**src/rtl/regfile_write_arbiter.sv**
```systemverilog
// Round-robin arbiter that shares the register file write port among NUM_REQ
// requesters; the winner is registered onto the rf_* outputs one cycle later.
module regfile_write_arbiter #(
  parameter int unsigned NUM_REQ     = 4,
  parameter int unsigned ADDR_W      = 5,
  parameter int unsigned DATA_W      = 32,
  parameter int unsigned ZERO_REG_RO = 1,
  parameter int unsigned CNT_W       = 16
) (
  input  logic                        clk,
  input  logic                        rst_n,
  input  logic                        hold,
  input  logic [NUM_REQ-1:0]          req_valid,
  output logic [NUM_REQ-1:0]          req_ready,
  input  logic [NUM_REQ*ADDR_W-1:0]   req_reg,
  input  logic [NUM_REQ*DATA_W-1:0]   req_data,
  output logic                        rf_wr_en,
  output logic [ADDR_W-1:0]           rf_wr_reg,
  output logic [DATA_W-1:0]           rf_wr_data,
  output logic [2:0]                  grant_id,
  output logic [CNT_W-1:0]            stall_count,
  output logic [CNT_W-1:0]            drop_count
);

  logic [2:0]         r_rr_ptr;
  logic               r_wr_en;
  logic [ADDR_W-1:0]  r_wr_reg;
  logic [DATA_W-1:0]  r_wr_data;
  logic [2:0]         r_grant_id;
  logic [CNT_W-1:0]   r_stall_cnt;
  logic [CNT_W-1:0]   r_drop_cnt;

  logic [7:0]         w_valid8;
  logic [3:0]         w_idx;
  logic               w_found;
  logic [2:0]         w_gnt;
  logic               w_accept;
  logic [NUM_REQ-1:0] w_ready;
  logic [ADDR_W-1:0]  w_sel_reg;
  logic [DATA_W-1:0]  w_sel_data;
  logic               w_zero_drop;
  logic               w_stall;
  logic [2:0]         w_next_ptr;

  // Zero-extend to 8 so a 3-bit index is always in range for any NUM_REQ.
  assign w_valid8 = 8'(req_valid);

  always_comb begin
    w_found = 1'b0;
    w_gnt   = '0;
    w_idx   = '0;
    for (int unsigned k = 0; k < NUM_REQ; k++) begin
      w_idx = 4'(r_rr_ptr) + 4'(k);
      if (w_idx >= 4'(NUM_REQ)) w_idx = w_idx - 4'(NUM_REQ);
      if (!w_found && w_valid8[w_idx[2:0]]) begin
        w_found = 1'b1;
        w_gnt   = w_idx[2:0];
      end
    end
  end

  assign w_accept = rst_n && !hold && w_found;

  always_comb begin
    w_ready    = '0;
    w_sel_reg  = '0;
    w_sel_data = '0;
    for (int unsigned i = 0; i < NUM_REQ; i++) begin
      if (w_gnt == 3'(i)) begin
        w_ready[i] = w_accept;
        w_sel_reg  = req_reg[i*ADDR_W +: ADDR_W];
        w_sel_data = req_data[i*DATA_W +: DATA_W];
      end
    end
  end

  assign w_zero_drop = (ZERO_REG_RO != 0) && (w_sel_reg == '0);
  assign w_stall     = |(req_valid & ~w_ready);
  assign w_next_ptr  = (w_gnt == 3'(NUM_REQ - 1)) ? '0 : w_gnt + 3'd1;

  always_ff @(posedge clk) begin
    if (!rst_n) begin
      r_rr_ptr    <= '0;
      r_wr_en     <= 1'b0;
      r_wr_reg    <= '0;
      r_wr_data   <= '0;
      r_grant_id  <= '0;
      r_stall_cnt <= '0;
      r_drop_cnt  <= '0;
    end else begin
      r_wr_en <= w_accept && !w_zero_drop;
      if (w_accept) begin
        r_rr_ptr   <= w_next_ptr;
        r_wr_reg   <= w_sel_reg;
        r_wr_data  <= w_sel_data;
        r_grant_id <= w_gnt;
      end
      if (w_stall && (r_stall_cnt != '1))
        r_stall_cnt <= r_stall_cnt + CNT_W'(1);
      if (w_accept && w_zero_drop && (r_drop_cnt != '1))
        r_drop_cnt <= r_drop_cnt + CNT_W'(1);
    end
  end

  assign req_ready   = w_ready;
  assign rf_wr_en    = r_wr_en;
  assign rf_wr_reg   = r_wr_reg;
  assign rf_wr_data  = r_wr_data;
  assign grant_id    = r_grant_id;
  assign stall_count = r_stall_cnt;
  assign drop_count  = r_drop_cnt;

endmodule

```
**config.mk**
```make
export PLATFORM = sky130hd
export DESIGN_NAME = regfile_write_arbiter
export DESIGN_NICKNAME = d
export VERILOG_FILES = /design/src/rtl/regfile_write_arbiter.sv
export SDC_FILE = /design/constraint.sdc
export NUM_CORES = 1
export LEC_CHECK = 0
export ABC_CLOCK_PERIOD_IN_PS = 5000
export BUFFER_PORTS_ARGS = -buffer_cell sky130_fd_sc_hd__buf_4
export CORE_MARGIN = 2
export CORE_UTILIZATION = 48
export CTS_BUF_LIST = sky130_fd_sc_hd__clkbuf_4
export DETAILED_ROUTE_END_ITERATION = 16
export MAX_ROUTING_LAYER = met4
export PLACE_DENSITY = 0.83
export SKIP_CTS_REPAIR_TIMING = 1
export SLEW_MARGIN = 20
export SYNTH_ARGS = -nofsm -noshare
export SYNTH_HDL_FRONTEND = slang
export SYNTH_SLANG_ARGS = --single-unit
```
**constraint.sdc**
```tcl
create_clock -name clk -period 5 [get_ports clk]
set_clock_uncertainty 0.2 [all_clocks]
set_input_delay 0.25 -clock clk [delete_from_list [all_inputs] [get_ports clk]]
set_output_delay 0.25 -clock clk [all_outputs]
set_load 0.01 [all_outputs]
```
---- Word level (Yosys, flattened, before mapping) ----
Cells that the tools add are included.
word-level totals
  logic and storage cells ................. 82
  bits of input ports ..................... 155
  register bits ........................... 76
  output and inout bits ................... 77
cells by class
  mux-type cells .......................... 33
  add/sub/neg operators ................... 10
  $lt $le $gt $ge ......................... 8
  eq/ne operators ......................... 5
  bitwise logic cells ..................... 2
  reduce and logical (&&, ||, !) cells .... 17
operators with widths
  operator                 number
  $mux W32                 4
  $add A16 B1 Y16 const B  2
  $ne A16 B16 Y1 const B   2
  $mux W3                  9
  $mux W5                  4
  $lt A3 B4 Y1 const B     4
  $bmux W1 S3              4
  $ge A4 B3 Y1 const B     3
  $mux W1                  12
  $sub A3 B3 Y3 const B    4
  $logic_and A1 B1 Y1      9
  $add A3 B2 Y4 const B    2
  $eq A3 B2 Y1 const B     2
  $logic_not A1 Y1         5
  $logic_not A5 Y1         1
  $add A3 B1 Y4 const B    1
  $and A4 B4 Y4            1
  $not A4 Y4               1
  $reduce_or A4 Y1         1
  $add A3 B1 Y3 const B    1
  $eq A3 B1 Y1 const B     1
  $ge A3 B3 Y1 const B     1
  $logic_not A3 Y1         1

---- Longest topological paths before layout ----
Gate-level depths: netlist (run 1).
  depth in word-level cells ............... 22
  depth in mapped cells ................... 21
  mapped depth without buffers ............ 15

---- Worst setup path before layout (run 1) ----
Ideal clock, no wire load.
  kind .................................... register to register
  start point ............................. register r_rr_ptr[0]
  end point ............................... register r_drop_cnt[11], in the netlist drop_count[11]
  library setup time ...................... 0.072 ns
  stages on the path, launching flop included .. 22
  arrival ................................. 4.182 ns
  data required time ...................... 4.728 ns
  slack ................................... 0.547 ns
  buffers on the path ..................... 6
  cells stage by stage .................... dfxtp_1 > buf_6 > clkbuf_1 > inv_1 > ha_1 > buf_2 > mux2_2 > nand3_1 > and3_1 > buf_4 > nor2_1 > nand2_1 > o21ai_0 > ha_1 > clkbuf_1 > or2_2 > a221oi_1 > o22a_1 > nand3_1 > clkbuf_1 > nor4_1 > mux2i_1
on the way
  cells in the longest elaborated chain, start to end .. 22
  elaborated cells on any way between the ends .. 49
RTL lines
  what                                                                    RTL line  text
  start: declaration                                                      25        logic [2:0] r_rr_ptr;
  start signal: assignment                                                93        r_rr_ptr <= w_next_ptr;
  parallel branches: the longest is 13 deep, another holds $add A3 B1 Y4  -
  $mux W3 (*)                                                             55        if (!w_found && w_valid8[w_idx[2:0]]) begin
  net w_gnt[0]                                                            36        logic [2:0] w_gnt;
  $logic_not A3 Y1                                                        69        if (w_gnt == 3'(i)) begin
  $mux W5 (3 in a row)                                                    69
  $mux W5 (*)                                                             69
  $logic_not A5 Y1 (*)                                                    77        assign w_zero_drop = (ZERO_REG_RO != 0) && (w_sel_reg == '0);
  $logic_and A1 B1 Y1 (*) (2 in a row)                                    100       if (w_accept && w_zero_drop && (r_drop_cnt != '1))
  end signal: assignment                                                  101       r_drop_cnt <= r_drop_cnt + CNT_W'(1);
  end: declaration                                                        31        logic [CNT_W-1:0] r_drop_cnt;
Mark *: on every way through the listed nets, which the timed path passes. The select of a mux whose other input is x is not followed.
A chain may end at the register's enable or synchronous reset.

---- Worst setup path in the final report (run 1) ----
  start point ............................. register r_rr_ptr[1]
  end point ............................... register r_drop_cnt[14], in the netlist drop_count[14]
The elaborated chain is that of the path after synthesis.

==> results of run 1 <==
[power groups by stage]
stage	logic (W)	registers [W]	clock network, W
4_1_cts	0.00202	0.000756	0.000431
3_5_place_dp	0.00201	0.000769	0
6_report	0.00208	0.000756	0.000429
2_1_floorplan	0.00143	0.000795	0
3_3_place_gp	0.00196	0.000765	0
5_1_grt	0.00231	0.000767	0.000457
[cell families after synthesis]
| kind of cell | after synthesis | synth area share |
|---|---|---|
| xor+xnor | 2 | 0.003759 |
| fa+ha+maj | 8 | 0.02148 |
| buf+inv | 67 | 0.05933 |
| flops | 76 | 0.3264 |
| compound gates | 126 | 0.2038 |
| simple gates | 290 | 0.3230 |
| mux | 26 | 0.06228 |
[worst paths after layout]
check | slack, ns | from | endpoint
worst max-delay path | 0.40 | r_rr_ptr[1] | drop_count[14]
worst min-delay path | 0.01 | hold | r_rr_ptr[0]
worst max register to register | 0.40 | r_rr_ptr[1] | drop_count[14]
worst min register to register | 0.26 | rf_wr_reg[2] | rf_wr_reg[2]
[routing by layer]
| layer | wire length [µm] | GRT usage | part of all wire |
|---|---|---|---|
| met4 | 735 | 0.1467 | 0.044 |
| met1 | 6481 | 0.3429 | 0.39 |
| met5 | 0 | - | 0 |
| met3 | 950 | 0.06169 | 0.057 |
| met2 | 8630 | 0.5289 | 0.51 |
[cell usage in the layout (no fill, tap or decap), types with 11 or more instances in the layout]
| cell type | instances |
|---|---|
| inv_1 | 11 |
| nor3_1 | 69 |
| nand2_1 | 46 |
| dlygate4sd3_1 | 32 |
| nand3_1 | 13 |
| nor2b_1 | 39 |
| a21oi_1 | 17 |
| nand4_1 | 11 |
| nor2_1 | 45 |
| a221oi_1 | 37 |
| dfxtp_1 | 76 |
| mux2i_1 | 20 |
| nand2b_1 | 21 |
| a211oi_1 | 34 |
| buf_4 | 241 |
[critical path: cells and delay by family (launching register included)]
| kind | cells | cell delay [ns] |
|---|---|---|
| AOI/OAI and AO/OA | 4 | 1.28 |
| adders and majority gates | 2 | 0.70 |
| DFF | 1 | 0.49 |
| buffers and inverters | 2 | 0.29 |
| muxes | 1 | 0.36 |
| and+or+nand+nor | 5 | 1.21 |
[layout make-up]
type | count | area, µm²
clock buffers | 9 | 67.56
clock inverters | 6 | 87.58
fillers | 714 | 2425
inverters | 12 | 45.04
multi-input cells | 452 | 2890
flip-flops and latches | 76 | 1521
well taps | 129 | 161.4
repair buffers | 273 | 2130
[through the flow]
step	utilization	cells	worst slack, ns	hold WS, ns
after floorplan	-	595	0.5467	0.2498
after global placement	0.6883	910	0.4463	0.2507
after detailed placement	0.6883	910	0.2613	0.2527
after CTS	0.7049	925	0.2214	-0.1057
after global routing	0.7400	957	0.1605	0.06517
final	0.7400	957	0.4019	0.01479
==> impl_metrics.tcl, run 1 <==
set metrics [dict create \
    status "finished, final reports clean" \
    drt-initial-drc-count 200 \
    critPathLaunchType "flip-flop" \
    fin_tns_setup_ns 0 \
    hp-class "in2reg" \
    yosys.area.top_type_share 0.3264 \
    routedWlPerCell_um 17.55 \
    p_sw_w 0.001474 \
    path_class "reg2reg" \
    syn_inst 595 \
    start_util 0.4997 \
    tritoncts "built" \
    viasPerCell 5.856 \
    largest_reg_flops 32 \
    synth_nets 758 \
    pwr-share-clk 0.131 \
    maxCapViolations 0 \
    cts_inserted_buffers 9 \
    grt_pass1_vias 5229 \
    areaGrowthSynthToFinish_pct 48.11 \
    io_buffers 231 \
    grt_usage 0.3082 \
    finalNetCount 987 \
    dp_hpwl_um 12190 \
    max_freq_mhz 217.5 \
    core_mm2 0.009328 \
    synth_cell_types 49 \
    clkLatencyLatePin_ns 0.43 \
    grt_pass1_wl_um 24770 \
    diodes 0 \
    synth_edf_count 0 \
    finalPower_w 0.003263 \
    num_io_pins 232 \
    period_minus_slack_ns 4.598 \
    peakVddDrop_uv 274.8 \
    async_flop_share 0 \
    ys_ff_latch 76 \
    post_dp_cell_area_mm2 0.006420 \
    ys_top_cells_by_count "76 x dfxtp_1, 69 x nor3_1, 46 x nand2_1, 46 x nor2_1, 44 x clkbuf_1" \
    cp_max_fo 15 \
    endpoint_kind "flip-flop" \
    die_y_um 102.5 \
    rows 35 \
    globalRoute.totalOverflow 0 \
    grt_setup_unrepaired "no" \
    cp_cell_sequence "inv_1 > ha_1 > mux2_2 > nand3_1 > nand3_1 > o32ai_1 > inv_1 > ha_1 > nor2b_2 > a221oi_1 > o22a_1 > nand3_2 > or4_1 > a21oi_1" \
    drive_gt1_frac 0.3309 \
    drc 0 \
    ys.flop_type "dfxtp_1" \
    h-tree-depth 3 \
    fin_area_mm2 0.006903 \
    slowest_stage "or4_1" \
    cts.sinks 76 \
    switching_share 0.4517 \
    clockBufferDepth 2 \
    setup-violations-final 0 \
    cts_root_buf "clkbuf_4" \
    worst_slew_pin_slew_ns 0.7780 \
    period_share 0.9196 \
    ys_warn_count 0 \
    hold_viol 0 \
    ant_nets 0 \
    first_pass_iters 5 \
    worst-r2r-cell-count 14 \
    power.internal_w 0.001789 \
    routabilityCongestion 0.9772 \
    slew_violations 0 \
    netlist_area_mm2 0.004661 \
    syn_avg_cell_area_um2 7.833 \
    fp.dieW_um 102.5 \
    yosysTopAreaCell "dfxtp_1" \
    drt_wl_total_um 16800 \
    seqPwrFrac 0.232 \
    pwr-share-comb 0.637 \
    vias 5604 \
    yosysMostFrequentCell "dfxtp_1" \
    p_per_area_mw_per_mm2 472.6 \
    cpPeakStageDelay_ns 0.54 \
    ys_top_cells_by_area "dfxtp_1 33%, nor3_1 7.4%, a221oi_1 7.0%" \
    relSlewSlack 0.4813 \
    whs_path_depth 4 \
    power.leakage_nw 2.883 \
    path_clk_slew_ns 0.13 \
    required_ns 5.18 \
    arrival_ns 4.78 \
    grt_max_degree 66 \
    die-area_mm2 0.01051 \
    grt_antenna_before_repair 0 \
    yosysSeqAreaShare 0.3264 \
]
No activity file was read; power rests on OpenSTA's default activity.
==> inputs of run 2 (changes only) <==
- CORE_UTILIZATION: 48 -> 36
- PLACE_DENSITY: 0.83 -> 0.65
==> run 2 against run 1 <==
Compared with the run above: clock-buffer cell count increased by 1; non-clock buffer count is 1 higher; global-route usage down 6.0 points; sequential share of layout area fell by 0.25 points; sequential cell count did not move; cell count up 4.7%; critical endpoint unchanged; power rose by 2.0%; sequential power up 1%.
==> impl_metrics.tcl, run 2 (synthesis results as in run 1) <==
set metrics [dict create \
    path_clk_slew_ns 0.13 \
    grt_usage 0.2486 \
    fin_tns_setup_ns 0 \
    grt_antenna_before_repair 0 \
    grt_pass1_wl_um 27180 \
    power.leakage_nw 2.884 \
    worst_slew_pin_slew_ns 0.7581 \
    min_from "rst_n" \
    num_io_pins 232 \
    largest_reg_flops 32 \
    cts_root_buf "clkbuf_4" \
    final_common_cell "buf_4" \
    nFillCells 1249 \
    drt-initial-drc-count 327 \
    path_class "reg2reg" \
    layout_common_cells "241 x buf_4, 76 x dfxtp_1, 69 x nor3_1, 46 x nand2_1, 45 x nor2_1" \
    period_minus_slack_ns 4.637 \
    max_freq_mhz 215.7 \
    clkLatencyLatePin_ns 0.44 \
    slew_violations 0 \
    ff_latch_area_mm2 0.001521 \
    maxCapViolations 0 \
    critPathLaunchType "flip-flop" \
    slowest_stage "o32ai_1" \
    r2r_start "r_rr_ptr[1]" \
    relSlewSlack 0.4915 \
    cp_max_fo 67 \
    die_y_um 117.8 \
    drive_gt1_frac 0.3313 \
    cts_inserted_buffers 9 \
    hp-class "in2reg" \
    routedWlPerCell_um 17.31 \
    drt_wl_total_um 17340 \
    cts.sinks 76 \
    cpLargestDelayFamily "simple AND/OR/NAND/NOR gates" \
    io_buffers 231 \
    multi_input_area_mm2 0.002898 \
    diodes 0 \
    rows 41 \
    fin_hold_ws_ns 0.08938 \
    h-tree-depth 3 \
    hold_viol 0 \
    cp_cell_sequence "inv_1 > ha_1 > mux2_2 > nand3_1 > nand3_1 > o32ai_1 > ha_2 > buf_4 > nor2b_1 > o31a_1 > nand3_4 > or4_1 > a21oi_1" \
    peakVddDrop_uv 359.5 \
    start_util 0.3693 \
    grt_max_degree 68 \
    endpoint_kind "flip-flop" \
    first_pass_iters 4 \
    viasPerCell 5.473 \
    cpPeakStageDelay_ns 0.54 \
    fp.dieW_um 117.8 \
    clockBufferDepth 2 \
    globalRoute.totalOverflow 0 \
    ant_nets 0 \
    required_ns 5.16 \
    die-area_mm2 0.01387 \
    period_share 0.9273 \
    vias 5484 \
    status "finished, final reports clean" \
    routabilityCongestion 0.8710 \
    finalNetCount 988 \
    critical_path.most_common_cell "nand3_1" \
    core_mm2 0.01262 \
    dp_hpwl_um 13010 \
    tritoncts "built" \
    grt_pass1_vias 5237 \
    drc 0 \
    crit_buf_inv 2 \
    arrival_ns 4.80 \
    grt_setup_unrepaired "no" \
    areaGrowthSynthToFinish_pct 49.83 \
    setup-violations-final 0 \
    crit_start "r_rr_ptr[1]" \
    p_per_area_mw_per_mm2 476.7 \
]
## run 2: path summary, 6_finish.rpt
check,cells past startpoint,slack (ns),endpoint
worst max-delay path,13,0.36,drop_count[14]
worst min-delay path,3,0.09,stall_count[15]
worst max register to register,13,0.36,drop_count[14]
worst min register to register,2,0.28,rf_wr_reg[0]
## run 2: worst min-delay path: stages
cell and delay (ns):
buf_4 0.25, nand2_1 0.12, mux2i_1 0.05
## run 2: metrics by stage
step,power [W],utilization,area [µm²],instances,setup slack (ns)
after floorplan,0.002227,-,4661,595,0.5467
after global placement,0.002750,0.5130,6474,953,0.4074
after detailed placement,0.002826,0.5130,6474,953,0.1657
after CTS,0.003260,0.5260,6638,969,0.1308
after global routing,0.003601,0.5533,6983,1002,0.08613
final,0.003329,0.5533,6983,1002,0.3633
## run 2: layer usage
| metal | track usage | part of all wire |
|---|---|---|
| met1 | 0.2899 | 0.40 |
| met2 | 0.4284 | 0.52 |
| met3 | 0.04893 | 0.058 |
| met4 | 0.08208 | 0.025 |
| met5 | - | 0 |
## run 2: power breakdown
group,internal [W],switching (W),total [W]
clock network,0.000208,0.000233,0.000441
logic,0.000899,0.00122,0.00212
registers,0.000695,0.0000699,0.000765
## run 2: final cells by class
type | instances | area share
Clock buffer | 10 | 0.01075
Multi-Input combinational cell | 452 | 0.4150
Timing Repair Buffer | 274 | 0.3064
Tap cell | 172 | 0.03082
Inverter | 12 | 0.006450
Sequential cell | 76 | 0.2179
Clock inverter | 6 | 0.01272
==> inputs of run 3 (changes only) <==
- ABC_CLOCK_PERIOD_IN_PS: 5000 -> 4900
- GPL_ROUTABILITY_DRIVEN: not set -> 1
- clock period: 5 -> 4.9 ns (I/O delays scaled with it)
==> run 3 against run 2 <==
Compared with the run above: die area is the same; worst hold slack worse by 0.080 ns; first-iteration DRC count down 39%; clock-buffer cell count up 1; largest cell class unchanged.
==> impl_metrics.tcl, run 3 (synthesis results as in run 1) <==
set metrics [dict create \
    status "finished, final reports clean" \
    dp_hpwl_um 12560 \
    start_util 0.3693 \
    drive_gt1_frac 0.3329 \
    endpoint_kind "flip-flop" \
    drc 0 \
    hp-class "in2reg" \
    io_buffers 231 \
    setup-violations-final 0 \
    p_per_area_mw_per_mm2 480.9 \
    tritoncts "built" \
    slowest_stage "o32ai_1" \
    place_ws_ns 0.1143 \
    routedWlPerCell_um 16.61 \
    areaGrowthSynthToFinish_pct 49.61 \
    cts.sinks 76 \
    cp_cell_sequence "inv_1 > ha_1 > mux2_2 > nand3_1 > nand3_1 > o32ai_1 > inv_1 > ha_1 > nor2b_2 > a221oi_1 > o22a_1 > nand3_2 > buf_4 > o311ai_0 > o41ai_1" \
    path_clk_slew_ns 0.12 \
    grt_pass1_vias 5115 \
    max_freq_mhz 220.9 \
    pwr-share-clk 0.131 \
    fin_tns_setup_ns 0 \
    pwr-share-comb 0.638 \
    routabilityCongestion 0.8610 \
    largest_reg_flops 32 \
    core_mm2 0.01262 \
    seqPwrFrac 0.231 \
    layout_common_cells "240 x buf_4, 75 x dfxtp_1, 69 x nor3_1, 46 x nand2_1, 45 x nor2_1" \
    clockBufferDepth 2 \
    critPathLaunchType "flip-flop" \
    arrival_ns 4.62 \
    grt_antenna_before_repair 0 \
    grt_setup_unrepaired "no" \
    switching_share 0.4478 \
    vias 5456 \
    globalRoute.totalOverflow 0 \
    hold_viol 0 \
    ant_nets 0 \
    peakVddDrop_uv 426.9 \
    relSlewSlack 0.4532 \
    slew_violations 0 \
    viasPerCell 5.451 \
    clkLatencyLatePin_ns 0.43 \
    h-tree-depth 3 \
    finalNetCount 987 \
    drt_wl_total_um 16630 \
    power.leakage_nw 2.883 \
    die_y_um 117.8 \
    period_share 0.9237 \
    maxCapViolations 0 \
    fp.dieW_um 117.8 \
    diodes 0 \
    rows 41 \
    num_io_pins 232 \
    cts_inserted_buffers 9 \
    p_sw_w 0.001502 \
    grt_pass1_wl_um 25580 \
    cp_max_fo 9 \
    die-area_mm2 0.01387 \
    power.internal_w 0.001852 \
    cpPeakStageDelay_ns 0.46 \
    setup_ws_ns 0.3738 \
    required_ns 4.99 \
    final_common_cell "buf_4" \
    first_pass_iters 7 \
    period_minus_slack_ns 4.526 \
    drt-initial-drc-count 199 \
    grt_max_degree 66 \
    cts_root_buf "clkbuf_4" \
    path_class "reg2reg" \
    grt_usage 0.2332 \
    cpLargestDelayFamily "compound AO/OA/AOI/OAI gates" \
    crit_buf_inv 3 \
    worst_slew_pin_slew_ns 0.8184 \
    nFillCells 1216 \
]
-- run 3: cell count changes in the layout (fill, tap and decap cells not counted), sizes merged --
cell and change:
clkbuf +1, clkinvlp -1, dlygate4sd3 -1
-- run 3: stage by stage --
| step | instances | utilization | instance area, µm² | hold slack [ns] | power, W |
|---|---|---|---|---|---|
| 6_report | 1001 | 0.5525 | 6973 | 0.009119 | 0.003353 |
| 5_1_grt | 1001 | 0.5525 | 6973 | 0.02304 | 0.003623 |
| 4_1_cts | 969 | 0.5256 | 6633 | -0.1137 | 0.003321 |
| 3_5_place_dp | 953 | 0.5130 | 6474 | 0.2576 | 0.002878 |
| 3_3_place_gp | 953 | 0.5130 | 6474 | 0.2548 | 0.002837 |
| 2_1_floorplan | 595 | - | 4661 | 0.2448 | 0.002273 |
-- run 3: tightest hold or removal path: stages --
cell	delay (ns)
buf_4	0.10
nor3_1	0.04
mux2i_1	0.13
a21oi_1	0.08
-- run 3: cell type report --
type	count	area, µm²	area share
sequential	76	1523	0.2184
multi-input combinational	452	2898	0.4156
tap	172	215.2	0.03086
clock buffer	11	82.58	0.01184
inverter	12	45.04	0.006460
clock inverter	5	76.32	0.01095
timing repair buffer	273	2133	0.3059
-- run 3: layer usage --
layer  track usage  part of all wire
met1        0.2686              0.41
met2        0.4048              0.51
met3       0.04990             0.052
met4       0.07380             0.026
met5             -                 0
-- run 3: power groups by stage --
| stage | sequential [W] | clock (W) | combinational, W |
|---|---|---|---|
| floorplan | 0.000811 | 0 | 0.00146 |
| global placement | 0.000785 | 0 | 0.00205 |
| detailed placement | 0.000789 | 0 | 0.00209 |
| CTS | 0.000775 | 0.000451 | 0.00209 |
| global route | 0.000788 | 0.000474 | 0.00236 |
| finish | 0.000774 | 0.000440 | 0.00214 |
-- run 3: final timing paths --
path                                   start            end  slack, ns  depth (start not counted)
worst max-delay path             r_rr_ptr[1]  drop_count[4]       0.37                         15
worst min-delay path                    hold    r_rr_ptr[0]      0.009                          4
worst max register to register   r_rr_ptr[1]  drop_count[4]       0.37                         15
worst min register to register  rf_wr_reg[4]   rf_wr_reg[4]       0.28                          2
